## config.mk

```make
export PLATFORM = sky130hd
export DESIGN_NAME = fetch_stage_btb
export DESIGN_NICKNAME = d
export VERILOG_FILES = /design/src/rtl/fetch_stage_btb.sv
export SDC_FILE = /design/constraint.sdc
export NUM_CORES = 2
export LEC_CHECK = 0
export CORE_MARGIN = 5
export CORE_UTILIZATION = 25
export CTS_CLUSTER_DIAMETER = 200
export DETAILED_ROUTE_END_ITERATION = 12
export PLACE_DENSITY_LB_ADDON = 0.05
export SLEW_MARGIN = 20
export SYNTH_ARGS = -nofsm -noshare
export SYNTH_HDL_FRONTEND = slang
export SYNTH_SLANG_ARGS = --single-unit
```

## constraint.sdc

```tcl
create_clock -name clock -period 5.17 [get_ports clock]
set_input_delay 1.034 -clock clock [delete_from_list [all_inputs] [get_ports clock]]
set_output_delay 1.034 -clock clock [all_outputs]
set_load 0.005 [all_outputs]
```

## src/rtl/fetch_stage_btb.sv

```systemverilog
// Fetch stage: registered PC, with same-cycle next-PC prediction from a direct-mapped BTB and 2-bit counters.
// Stalls hold the PC. A redirect from execute overrides a stall, and BTB training runs independently of both.
module fetch_stage_btb #(
   parameter int              XLEN        = 32,
   parameter int              BTB_ENTRIES = 16,
   parameter logic [XLEN-1:0] RESET_PC    = '0
) (
   input  logic            clock,
   input  logic            async_reset,
   input  logic            enable_fetch,
   input  logic            redirect_E,
   input  logic [XLEN-1:0] redirect_pc_E,
   input  logic            update_valid_E,
   input  logic [XLEN-1:0] update_pc_E,
   input  logic [XLEN-1:0] update_target_E,
   input  logic            update_taken_E,
   output logic [XLEN-1:0] PC_F,
   output logic [XLEN-1:0] PC_plus_4_F,
   output logic            pred_taken_F,
   output logic [XLEN-1:0] pred_target_F
);
   localparam int IDX  = $clog2(BTB_ENTRIES);
   localparam int TAGW = XLEN - IDX - 2;

   logic            btb_valid  [BTB_ENTRIES];
   logic [TAGW-1:0] btb_tag    [BTB_ENTRIES];
   logic [XLEN-1:0] btb_target [BTB_ENTRIES];
   logic [1:0]      btb_ctr    [BTB_ENTRIES];

   logic [IDX-1:0]  f_idx;
   logic [IDX-1:0]  u_idx;
   logic [TAGW-1:0] f_tag;
   logic [TAGW-1:0] u_tag;
   logic            f_hit;
   logic            u_hit;
   logic            unused_low_bits;

   // Instruction addresses are word aligned, so the byte offset never selects anything.
   assign unused_low_bits = ^update_pc_E[1:0];

   assign f_idx = PC_F[IDX+1:2];
   assign f_tag = PC_F[XLEN-1:IDX+2];
   assign u_idx = update_pc_E[IDX+1:2];
   assign u_tag = update_pc_E[XLEN-1:IDX+2];

   assign f_hit = btb_valid[f_idx] && (btb_tag[f_idx] == f_tag);
   assign u_hit = btb_valid[u_idx] && (btb_tag[u_idx] == u_tag);

   assign PC_plus_4_F   = PC_F + XLEN'(4);
   assign pred_taken_F  = f_hit && btb_ctr[f_idx][1];
   assign pred_target_F = pred_taken_F ? btb_target[f_idx] : PC_plus_4_F;

   always_ff @(posedge clock or negedge async_reset) begin
      if (!async_reset) begin
         PC_F <= RESET_PC;
      end else if (redirect_E) begin
         PC_F <= redirect_pc_E;
      end else if (enable_fetch) begin
         PC_F <= pred_target_F;
      end
   end

   // Lookup above reads the current array contents, so a same-index update is seen from the next cycle on.
   always_ff @(posedge clock or negedge async_reset) begin
      if (!async_reset) begin
         for (int i = 0; i < BTB_ENTRIES; i++) begin
            btb_valid[i]  <= 1'b0;
            btb_tag[i]    <= '0;
            btb_target[i] <= '0;
            btb_ctr[i]    <= 2'b01;
         end
      end else if (update_valid_E) begin
         if (u_hit) begin
            if (update_taken_E) begin
               btb_ctr[u_idx]    <= (btb_ctr[u_idx] == 2'b11) ? 2'b11 : btb_ctr[u_idx] + 2'd1;
               btb_target[u_idx] <= update_target_E;
            end else begin
               btb_ctr[u_idx] <= (btb_ctr[u_idx] == 2'b00) ? 2'b00 : btb_ctr[u_idx] - 2'd1;
            end
         end else if (update_taken_E) begin
            btb_valid[u_idx]  <= 1'b1;
            btb_tag[u_idx]    <= u_tag;
            btb_target[u_idx] <= update_target_E;
            btb_ctr[u_idx]    <= 2'b10;
         end
      end
   end
endmodule

```

==> flow_summary.json <==
{
  "status": "finished, violations left",
  "violations": "negative setup slack",
  "die_h_microns": 463.1,
  "nFillCells": 20150,
  "ir_drop_uv": 325.2,
  "grt_pass1_vias": 36550,
  "drt-wirelength-per-cell_microns": 30.53,
  "path_cells": "buf_16, buf_12, mux4_2, mux2i_2, xor2_1, nand3_2, a22oi_2, nand4_1, buf_4, nor3_4, buf_12, buf_16, buf_6, mux2_4, buf_6",
  "clockBufferDepth": 3,
  "utilization_pct": 31.72,
  "area_growth_syn_to_layout_pct": 26.27,
  "synth_edf_count": 0,
  "final_cells": 6686,
  "hp-class": "in2async",
  "grt_first_pass_wirelength_microns": 290300,
  "fmax_mhz": 177.1,
  "place_ws_ns": -0.3675,
  "dpl_cell_area_sq_um": 59160,
  "drive_gt1_share_pct": 53.86,
  "cts.sinks": 1008,
  "cp_slowest_stage_delay_ns": 0.54,
  "port_buffers": 196,
  "leakage_nw": 27.59,
  "cts_hold_buffers": 0,
  "final_cell_mix": "986 x dfrtp_1, 934 x mux2_2, 359 x mux4_2",
  "grt_max_degree": 131,
  "fin_ws_ns": -0.4778,
  "postSynthAreaPerCell_sq_um": 14.88,
  "fin_crit_ns": 5.648,
  "syn_area_sq_um": 51330,
  "synthArstFlopShare_pct": 100.0,
  "hpwl_microns": 136900,
  "track_usage_pct": 18.85,
  "path_clk_slew_ns": 0.06,
  "tns_ns": -12.63,
  "coreArea_sq_um": 204400,
  "worstSetupPathType": "reg2out",
  "crit_arrival_ns": 4.61,
  "syn-num-nets": 3553,
  "grt_overflow_total": 0,
  "syn-instance-count": 3450,
  "clock_skew_ns": 0.03440,
  "finalNetCount": 3997,
  "clock_latency_ns": 0.78,
  "io_pins": 199,
  "slew-limit-headroom_pct": 31.21,
  "ys_warn_count": 0,
  "viasPerCell": 4.949,
  "startpoint_type": "flip-flop",
  "cts_tree": "built",
  "critPathRequiredTime_ns": 4.14,
  "drt_iter0_drc": 2188,
  "crit_fanout": 7,
  "htreeDepth": 4,
  "r2r.worst_path.cells": 17,
  "num_rows": 166,
  "synthDistinctLibCells": 74,
  "ant_nets": 0,
  "reg2reg_slack_ns": 1.03,
  "worstMarginPinSlew_ns": 1.032,
  "rsz0062_at_grt": "true",
  "antenna_found_initial": 22,
  "start_util_pct": 25.12,
  "synth-main-ff-cell": "dfrtp_1",
  "setup_viol": 33,
  "final-hold-violation-count": 0,
  "drt_pre_antenna_iters": 6,
  "finalInstanceArea_sq_um": 64820,
  "ys_seq_area_share_pct": 49.18,
  "power_density_nw_per_um2": 397.0,
  "cap_viol_max_count": 0,
  "slew_violations": 0,
  "crit_path_top_delay_cell": "dfrtp_4",
  "timing.rr.start": "PC_F[2]",
  "dieArea_sq_um": 214500,
  "wl_microns": 204100,
  "dp_cells": 6394,
  "final_common_cell": "dfrtp_1",
  "numCtsBuffers": 131,
  "hold_ws_ns": 0.2882,
  "ys_ff_latch": 1008,
  "via_count": 33090,
  "total_power_mw": 25.74,
  "root_buffer": "clkbuf_16",
  "die_w_microns": 463.1,
  "finalWeightedCongestion": 0.8277,
  "fin_crit_sh_pct": 109.2,
  "reg2reg_to": "PC_F[31]",
  "end_kind": "output port",
  "drc": 0
}
state kept, by name, summed over array words and instances (netlist names):
register    count
btb_valid      16
PC_F           32
btb_tag       416
btb_ctr        32
btb_target    512
where the power goes:
| part | internal, mW | total [mW] | switching (mW) |
|---|---|---|---|
| sequential | 9.38 | 10.4 | 1.01 |
| combinational | 3.40 | 6.09 | 2.69 |
| clock | 5.52 | 9.25 | 3.73 |
worst max-delay path: cells and delay by family (launching register included):
| kind | cells | cell delay, ns |
|---|---|---|
| buf+inv | 7 | 1.14 |
| mux | 3 | 1.03 |
| simple gates | 3 | 0.57 |
| flops | 1 | 0.54 |
| compound gates | 1 | 0.29 |
| xor+xnor | 1 | 0.22 |
per-layer routing:
metal | wire length, microns | track usage [%] | vias up
met3 | 7652 | 2.853 | 274
met2 | 102600 | 32.69 | 697
met4 | 6218 | 5.459 | 10
met5 | 57 | 0 | -
li1 | - | - | 13940
met1 | 87590 | 24.38 | 18170
cell usage after synthesis (4+ instances only):
master / count / area share [%]
a21o_1: 27 / 0.39
nor3_1: 9 / 0.088
a22o_1: 5 / 0.085
o31ai_1: 4 / 0.058
a2bb2oi_1: 10 / 0.17
nor2b_1: 18 / 0.22
o211ai_1: 7 / 0.10
a31oi_1: 7 / 0.085
mux2i_1: 132 / 2.6
nand3_1: 28 / 0.27
a22oi_1: 22 / 0.32
xnor2_1: 47 / 0.80
o2bb2ai_1: 11 / 0.19
and3_1: 10 / 0.12
mux2_1: 4 / 0.088
mux4_2: 359 / 16
mux2_2: 966 / 21
o32ai_1: 5 / 0.085
xor2_1: 37 / 0.63
nand4_1: 23 / 0.28
o21ai_0: 47 / 0.46
nand2b_1: 30 / 0.37
nand2_1: 96 / 0.70
a32oi_1: 5 / 0.085
nor2_1: 36 / 0.26
dfstp_2: 16 / 0.82
nor3_2: 7 / 0.14
nand3b_1: 4 / 0.058
inv_1: 22 / 0.16
a21oi_1: 17 / 0.17
o22ai_1: 5 / 0.061
and4_1: 5 / 0.085
or2_2: 20 / 0.24
dfrtp_1: 992 / 48
o2111ai_1: 13 / 0.22
a211oi_1: 10 / 0.15
and2_1: 13 / 0.16
buf_4: 21 / 0.31
buf_1: 32 / 0.23
buf_6: 23 / 0.50
nor2_2: 7 / 0.085
buf_2: 65 / 0.63
clkbuf_1: 181 / 1.3
worst max path at each step:
stage	start	end	depth (start not counted)
after floorplan	PC_F[2]	pred_target_F[10]	12
after global placement	PC_F[3]	pred_target_F[13]	15
after detailed placement	PC_F[3]	pred_target_F[13]	15
after CTS	PC_F[2]	pred_target_F[19]	14
after global routing	PC_F[3]	pred_target_F[19]	17
final	PC_F[2]	pred_target_F[19]	15
cell families (layout without fill, tap and decap cells):
family	Yosys count	after routing	synth area share (%)
and+or+nand+nor	322	322	3.359
adders and majority gates	3	3	0.06337
DFF	1008	1008	49.18
xor gates and xnor gates	84	84	1.433
AOI/OAI and AO/OA	225	225	3.181
other	0	8	0
buffers and inverters	347	887	3.186
muxes	1461	1461	39.60
layout make-up:
| class | instances | area (sq um) | share of cell area, % |
|---|---|---|---|
| Antenna cell | 8 | 20.02 | 0.03088 |
| Clock buffer | 188 | 3805 | 5.870 |
| Clock inverter | 41 | 506.7 | 0.7817 |
| Inverter | 25 | 103.9 | 0.1602 |
| Multi-Input combinational cell | 2095 | 25100 | 38.73 |
| Sequential cell | 1008 | 25260 | 38.97 |
| Tap cell | 2688 | 3363 | 5.188 |
| Timing Repair Buffer | 633 | 6658 | 10.27 |
repair_timing:
action / 4_1_cts / 5_1_grt
pin swaps: 11 / 22
gates resized for setup: 289 / 62
gates cloned: 2 / 1
setup endpoints to repair: 46 / 38
buffers inserted: 45 / 9
Note: power is estimated with default switching activity, not from simulation.
